File: src/rtl/alu_pipe.sv
// Registered ALU with valid/ready handshakes on both sides, a multi-cycle shift-add
// multiplier and an internal accumulator. Single-cycle ops produce a result on the edge
// after accept; multiply produces its result WIDTH edges after accept.
module alu_pipe #(
  parameter int unsigned WIDTH = 6
) (
  input  logic             clk,
  input  logic             reset,
  input  logic             in_valid,
  output logic             in_ready,
  input  logic [WIDTH-1:0] x,
  input  logic [WIDTH-1:0] y,
  input  logic [3:0]       fxn,
  output logic             out_valid,
  input  logic             out_ready,
  output logic [WIDTH-1:0] answer,
  output logic             carry,
  output logic             o_flow,
  output logic             err
);

  localparam int unsigned CntW = $clog2(WIDTH + 1);
  localparam int unsigned Msb  = WIDTH - 1;
  localparam logic [WIDTH-1:0] MinNeg = {1'b1, {(WIDTH - 1){1'b0}}};

  localparam logic [3:0] FnPass = 4'h0;
  localparam logic [3:0] FnAdd  = 4'h1;
  localparam logic [3:0] FnSub  = 4'h2;
  localparam logic [3:0] FnNeg  = 4'h3;
  localparam logic [3:0] FnSlt  = 4'h4;
  localparam logic [3:0] FnAnd  = 4'h5;
  localparam logic [3:0] FnXor  = 4'h6;
  localparam logic [3:0] FnAsr  = 4'h7;
  localparam logic [3:0] FnMul  = 4'h8;
  localparam logic [3:0] FnAcc  = 4'h9;
  localparam logic [3:0] FnClr  = 4'hA;

  typedef enum logic [0:0] {StIdle, StMul} state_e;

  state_e             state_q;
  logic [WIDTH-1:0]   answer_q;
  logic               carry_q;
  logic               o_flow_q;
  logic               err_q;
  logic               out_valid_q;
  logic [WIDTH-1:0]   acc_q;
  logic [2*WIDTH-1:0] mcand_q;
  logic [WIDTH-1:0]   mplier_q;
  logic [2*WIDTH-1:0] prod_q;
  logic [CntW-1:0]    cnt_q;

  // Next-state values for a single-cycle op
  logic [WIDTH-1:0] res_d;
  logic             carry_d;
  logic             o_flow_d;
  logic             err_d;
  logic [WIDTH-1:0] acc_d;

  logic               accept;
  logic               consume;
  logic [WIDTH:0]     sum_ext;
  logic [WIDTH:0]     diff_ext;
  logic [WIDTH:0]     acc_sum_ext;
  logic signed [WIDTH-1:0] x_s;
  logic signed [WIDTH-1:0] y_s;
  logic [WIDTH-1:0]   asr_small;
  logic               shift_big;
  logic [2*WIDTH-1:0] prod_step;
  logic               mul_last;

  assign in_ready  = (state_q == StIdle) & (~out_valid_q | out_ready);
  assign accept    = in_valid & in_ready;
  assign consume   = out_valid_q & out_ready;

  assign out_valid = out_valid_q;
  assign answer    = answer_q;
  assign carry     = carry_q;
  assign o_flow    = o_flow_q;
  assign err       = err_q;

  assign sum_ext     = {1'b0, x} + {1'b0, y};
  assign diff_ext    = {1'b0, x} - {1'b0, y};
  assign acc_sum_ext = {1'b0, acc_q} + {1'b0, x};
  assign x_s         = x;
  assign y_s         = y;
  // Shift amounts of WIDTH or more saturate to a full sign fill
  assign shift_big   = {1'b0, y} >= (WIDTH + 1)'(WIDTH);
  assign asr_small   = x_s >>> y;

  // One shift-add step: add the shifted multiplicand when the current multiplier bit is set
  assign prod_step = prod_q + (mplier_q[0] ? mcand_q : '0);
  assign mul_last  = (cnt_q == CntW'(WIDTH - 1));

  // Decode the function code into result, flags and accumulator update
  always_comb begin
    res_d    = '0;
    carry_d  = 1'b0;
    o_flow_d = 1'b0;
    err_d    = 1'b0;
    acc_d    = acc_q;
    case (fxn)
      FnPass: res_d = x;
      FnAdd: begin
        res_d    = sum_ext[WIDTH-1:0];
        carry_d  = sum_ext[WIDTH];
        o_flow_d = (x[Msb] == y[Msb]) & (sum_ext[Msb] != x[Msb]);
      end
      FnSub: begin
        res_d    = diff_ext[WIDTH-1:0];
        carry_d  = diff_ext[WIDTH];
        o_flow_d = (x[Msb] != y[Msb]) & (diff_ext[Msb] != x[Msb]);
      end
      FnNeg: begin
        res_d    = -x;
        o_flow_d = (x == MinNeg);
      end
      FnSlt: res_d = {{(WIDTH - 1){1'b0}}, (x_s < y_s)};
      FnAnd: res_d = x & y;
      FnXor: res_d = x ^ y;
      FnAsr: res_d = shift_big ? {WIDTH{x[Msb]}} : asr_small;
      FnAcc: begin
        res_d    = acc_sum_ext[WIDTH-1:0];
        carry_d  = acc_sum_ext[WIDTH];
        o_flow_d = (acc_q[Msb] == x[Msb]) & (acc_sum_ext[Msb] != acc_q[Msb]);
        acc_d    = acc_sum_ext[WIDTH-1:0];
      end
      FnClr: begin
        res_d = '0;
        acc_d = '0;
      end
      default: err_d = 1'b1;
    endcase
  end

  // Control FSM, output registers, accumulator and multiplier datapath
  always_ff @(posedge clk) begin
    if (reset) begin
      state_q     <= StIdle;
      answer_q    <= '0;
      carry_q     <= 1'b0;
      o_flow_q    <= 1'b0;
      err_q       <= 1'b0;
      out_valid_q <= 1'b0;
      acc_q       <= '0;
      mcand_q     <= '0;
      mplier_q    <= '0;
      prod_q      <= '0;
      cnt_q       <= '0;
    end else begin
      case (state_q)
        StIdle: begin
          if (accept) begin
            if (fxn == FnMul) begin
              // Output slot is free or consumed on this edge, so it is empty during MUL
              state_q     <= StMul;
              mcand_q     <= {{WIDTH{1'b0}}, x};
              mplier_q    <= y;
              prod_q      <= '0;
              cnt_q       <= '0;
              out_valid_q <= 1'b0;
            end else begin
              answer_q    <= res_d;
              carry_q     <= carry_d;
              o_flow_q    <= o_flow_d;
              err_q       <= err_d;
              acc_q       <= acc_d;
              out_valid_q <= 1'b1;
            end
          end else if (consume) begin
            out_valid_q <= 1'b0;
          end
        end
        StMul: begin
          prod_q   <= prod_step;
          mcand_q  <= mcand_q << 1;
          mplier_q <= mplier_q >> 1;
          cnt_q    <= cnt_q + CntW'(1);
          if (mul_last) begin
            answer_q    <= prod_step[WIDTH-1:0];
            carry_q     <= |prod_step[2*WIDTH-1:WIDTH];
            o_flow_q    <= 1'b0;
            err_q       <= 1'b0;
            out_valid_q <= 1'b1;
            state_q     <= StIdle;
          end
        end
        default: state_q <= StIdle;
      endcase
    end
  end

endmodule
File: config.mk
export PLATFORM = sky130hd
export DESIGN_NAME = alu_pipe
export DESIGN_NICKNAME = d
export VERILOG_FILES = /design/src/rtl/alu_pipe.sv
export SDC_FILE = /design/constraint.sdc
export NUM_CORES = 1
export LEC_CHECK = 0
export ABC_CLOCK_PERIOD_IN_PS = 7200
export CAP_MARGIN = 10
export CORE_AREA = 2 2 102 104
export CTS_CLUSTER_SIZE = 30
export DETAILED_ROUTE_END_ITERATION = 10
export DIE_AREA = 0 0 104 106
export GPL_TIMING_DRIVEN = 0
export SLEW_MARGIN = 40
export SYNTH_ARGS = -nofsm -noshare
export SYNTH_HDL_FRONTEND = slang
export SYNTH_SLANG_ARGS = --single-unit
File: constraint.sdc
create_clock -name clk -period 7.2 [get_ports clk]
set_clock_uncertainty 0.05 [all_clocks]
set_input_delay 1.44 -clock clk [delete_from_list [all_inputs] [get_ports clk]]
set_output_delay 1.44 -clock clk [all_outputs]
set_load 0.02 [all_outputs]
Word level (Yosys, flattened, before mapping)
Cells that the tools add are included.

storage, ports and cells
  bits in registers = 50
  bits of input ports = 20
  output and inout port bits = 11
  logic and storage cells = 106

cells by class
  reduce and logical (&&, ||, !) cells = 8
  eq/ne operators = 23
  muxes and demuxes = 43
  add/subtract/negate cells = 6
  shift-type cells = 1
  bitwise operators = 12
  order comparisons = 2

operator list
  operator                                                            number
  two-way mux 12 bit                                                  5
  case mux 6 bit (9 select lines)                                     1
  case mux 12 bit (2 select lines)                                    2
  two-way mux 6 bit                                                   6
  case mux 6 bit (2 select lines)                                     3
  equality test 4 x 3 -> 1 bit (second input constant)                4
  two-way mux 1 bit                                                   16
  adder 6 x 6 -> 7 bit                                                2
  adder 12 bit                                                        1
  equality test 4 bit (second input constant)                         3
  case mux 1 bit (2 select lines)                                     5
  OR reduction 10 bit                                                 1
  equality test 4 x 2 -> 1 bit (second input constant)                2
  subtractor 6 x 6 -> 7 bit                                           1
  bitwise AND 1 bit                                                   6
  bitwise AND 6 bit                                                   1
  equality test 6 bit (second input constant)                         1
  greater-or-equal comparator 6 x 3 -> 1 bit (second input constant)  1
  less-than comparator 6 bit                                          1
  two-way mux 3 bit                                                   2
  negator 6 bit                                                       1
  case mux 3 bit (2 select lines)                                     1
  OR reduction 6 bit                                                  1
  >>> shifter 6 x 6 -> 6 bit                                          1
  other kinds (18)                                                    27

Longest topological paths before layout
  depth after elaboration = 7
  gate-level depth with buffers = 12

Least setup slack after synthesis
No wires, ideal clock.

  kind = input to register
  from = input x[0]
  to = register answer_q[4], in the netlist answer[4]
  cell stages on the path = 11
  data arrival time = 3.331 ns
  slack = 3.671 ns
  cell sequence = inv_1 ha_1 inv_1 fa_1 a21o_1 a21o_1 nor2b_1 or3_1 a22o_1 o21ai_1 a311oi_1

on the way
  cells in the longest elaborated chain, start to end = 6
  elaborated cells between the ends (all ways) = 10
  those cells by class = add/sub: 4; shift: 1; mux: 5

RTL lines
  element                                                                       line  source
  from (decl)                                                                   11    input logic [WIDTH-1:0] x,
  parallel branches: the longest is 2 deep, another holds adder 6 x 6 -> 7 bit  n/a
  case mux 6 bit (9 select lines) (*)                                           101   case (fxn)
  two-way mux 6 bit (*)                                                         153   if (fxn == FnMul) begin
  two-way mux 6 bit (*)                                                         152   if (accept) begin
  case mux 6 bit (2 select lines) (*)                                           150   case (state_q)
  to (signal assigned)                                                          162   answer_q <= res_d;
  to (signal assigned)                                                          179   answer_q <= prod_step[WIDTH-1:0];
  to (decl)                                                                     41    logic [WIDTH-1:0] answer_q;

Mark *: on every way between the ends. The select of a mux whose other input is x is not followed.
A chain may end at the register's enable or synchronous reset.

Final worst setup path
Ends and elaborated chain as after synthesis.

==> metrics.md <==
| Metric | Value |
|---|---|
| Drt first-iter violations | `244` |
| Largest net degree at the start of global routing | `15` |
| Full die area | `11000 um2` |
| CTS root buf | `clkbuf_8` |
| Post-synth top area share | `24.4%` |
| Predominant post-synthesis flop cell | `dfxtp_1` |
| Pwr Density | `137 nW/um2` |
| Cts hold-fix bufs | `0` |
| Gr ovfl total | `0` |
| YS warnings | `0` |
| Antenna Nets Post-Route | `0` |
| Comb power frac | `23.9%` |
| P_sw | `0.194 mW` |
| Area growth syn-to-layout | `13.6%` |
| Initial Utilization | `41.1%` |
| # setup viols final | `0` |
| # resized after CTS | `0` |
| Post-CTS setup buffers | `0` |
| Initial antenna violation count | `0` |
| Clock Tree Buf Depth | `2` |
| Hold Crit Class | `flip-flop to flip-flop` |
| CTS tree | `done` |
| Vias in the first global route | `3745` |
| Register bit total from synthesis | `50` |
| Setup CP Type | `input pin to flip-flop` |
| CTS clk-pin slew, worst paths | `0.09 ns` |
| Post-Syn Instances | `522` |
| Arrival time worst endpoint | `4.42 ns` |
| Count leader, synth | `a21oi_1` |
| Mean post-synth cell area | `7.87 um2` |
| Gpl congestion | `0.886` |
| DR pass1 iterations | `5` |
| Sink Count | `50` |
| Synth top area cells | `dfxtp_1 (24%), ha_1 (9.7%), a21oi_1 (7.2%)` |
| Port bufs | `28` |
| H-Tree Depth | `2` |
| CP Capture Type | `flip-flop` |
| Die width | `104 um` |
| Synth cell count leaders | `a21oi_1 (59), dfxtp_1 (50), nor2_1 (46)` |
| Fraction of layout cells with a size suffix above 1 | `7.17%` |
| Clk_lat worst skew | `0.31 ns` |
| Max Transition Viols Final | `0` |
| Final core occ | `46.6%` |
| Sw Share | `30.3%` |
| # diodes | `0` |
| Number of remaining DRC errors | `0` |
| Placement Rows | `37` |
| Slew margin rel. | `50.3%` |
| Critical Path Source Type | `input pin` |
| Tmin final | `4.32 ns` |
| Period Utilization, post-route | `60.0%` |
| TNS Setup | `0 ns` |
| Final hold vios | `0` |
| Count of cell types in the netlist | `68` |
| Register share of total power | `44.6%` |
| Status | `completed` |
| First-pass GRT wire length | `19600 um` |
| Fmax | `232 MHz` |
| Synth async-reset ratio | `0%` |
| Post-Syn Nets | `578` |
| TritonCTS Buffers | `5` |
| Die Y | `106 um` |
| WP data required | `7.30 ns` |
| Detailed placement HPWL | `9170 um` |
| Total GRT Usage | `22.2%` |
| Clock share of power | `31.5%` |
| Nets | `613` |
| Io pins | `31` |
| Slew @ Worst Pin | `0.741 ns` |
| Cell Int Power | `0.445 mW` |
| Vias per Instance | `5.88` |
| Peak supply drop | `0.0000730 V` |
| Max-cap viol count | `0` |
| Final WL | `12300 um` |
| Via count | `4079` |
| RSZ-0062 raised after global routing | `false` |
| Seq/Total Area, Yosys | `24.4%` |
| Per-cell routed wire length | `17.7 um` |
| P_leak | `1.77 nW` |
| Mapped Area | `4110 um2` |
| Crit-path max FO | `6` |
| Core footprint | `10000 um2` |
| Number of synthesized flops with an enable pin | `0` |
| Cell taking the most area after synthesis | `dfxtp_1` |
-- metrics by stage --
| stage | setup slack [ns] | area [um2] | power [mW] | std cells | hold WS [ns] |
|---|---|---|---|---|---|
| after floorplan | 3.67 | 4110 | 0.385 | 522 | 0.387 |
| after global placement | 2.64 | 4560 | 0.441 | 686 | 0.392 |
| after detailed placement | 2.61 | 4560 | 0.442 | 686 | 0.394 |
| after CTS | 2.89 | 4660 | 0.643 | 694 | 0.408 |
| after global routing | 2.76 | 4660 | 0.668 | 694 | 0.437 |
| final | 2.88 | 4660 | 0.639 | 694 | 0.403 |
-- metal layers --
metal,up-vias,global-route usage (%),wire (um)
li1,1977,-,-
met2,138,39.4,6010
met4,0,5.69,154
met3,13,2.33,694
met5,-,0,0
met1,1951,28.7,5420
-- power by group through the flow --
stage	Sequential [mW]	Clock [mW]	Combinational, mW
after floorplan	0.295	0	0.0901
after global placement	0.291	0	0.149
after detailed placement	0.292	0	0.150
after CTS	0.285	0.208	0.151
after global routing	0.286	0.217	0.165
final	0.285	0.201	0.153
-- flip-flops by register name (all words and copies together), names as in the netlist --
name / cells
acc_q: 6
answer: 6
carry: 1
cnt_q: 3
err: 1
mcand_q: 12
mplier_q: 6
o_flow: 1
out_valid: 1
prod_q: 12
state_q: 1
-- placed cells by master (no fill, tap or decap), drive strengths merged, types with 3 or more instances in the layout --
cell type / count
a21o: 7
nor3: 17
xor2: 6
fa: 4
a211oi: 8
nand3: 10
mux2i: 7
inv: 19
ha: 32
xnor2: 16
a31oi: 5
buf: 17
a311oi: 6
o21a: 6
clkdlybuf4s50: 28
o21bai: 3
o31ai: 12
nor2b: 6
nand2: 44
and2: 11
nor2: 49
clkbuf: 23
nor3b: 15
or3: 8
o211ai: 8
mux2: 3
dfxtp: 50
and3: 3
o21ai: 17
a21oi: 60
nand2b: 6
a22oi: 22
-- critical path, cell delays in order --
cell	delay (ns)
clkdlybuf4s50_1	0.59
inv_1	0.23
ha_1	0.20
inv_1	0.06
fa_1	0.40
a21o_1	0.17
a21o_1	0.21
nor2b_1	0.13
or3_1	0.37
a22o_1	0.25
o21ai_1	0.23
a311oi_1	0.12
-- worst paths after layout --
kind	from	end	slack (ns)	cells after the start
setup / recovery	x[0]	answer[4]	2.88	12
hold / removal	answer[1]	answer[1]	0.40	2
setup reg to reg	mplier_q[0]	carry	4.19	12
hold reg to reg	answer[1]	answer[1]	0.40	2
-- kinds of logic (layout without fill, tap and decap cells) --
kind of cell	Yosys count	after routing	share of synthesized area, %
DFF	50	50	24.4
muxes	11	11	3.08
and+or+nand+nor	178	178	22.7
xor gates and xnor gates	22	22	4.69
adders and majority gates	36	36	11.7
AOI/OAI and AO/OA	173	173	28.0
buffers and inverters	52	88	5.48
-- cell type report --
type                       count  area, um2
sequential                    50       1000
fill                        1069       5340
multi-input combinational    420       2880
clock buffer                   7       76.3
tap                          136        170
buffer                        33        154
inverter                      19       71.3
clock inverter                 1       30.0
timing repair buffer          28        280
(Power assumes the default switching activity.)
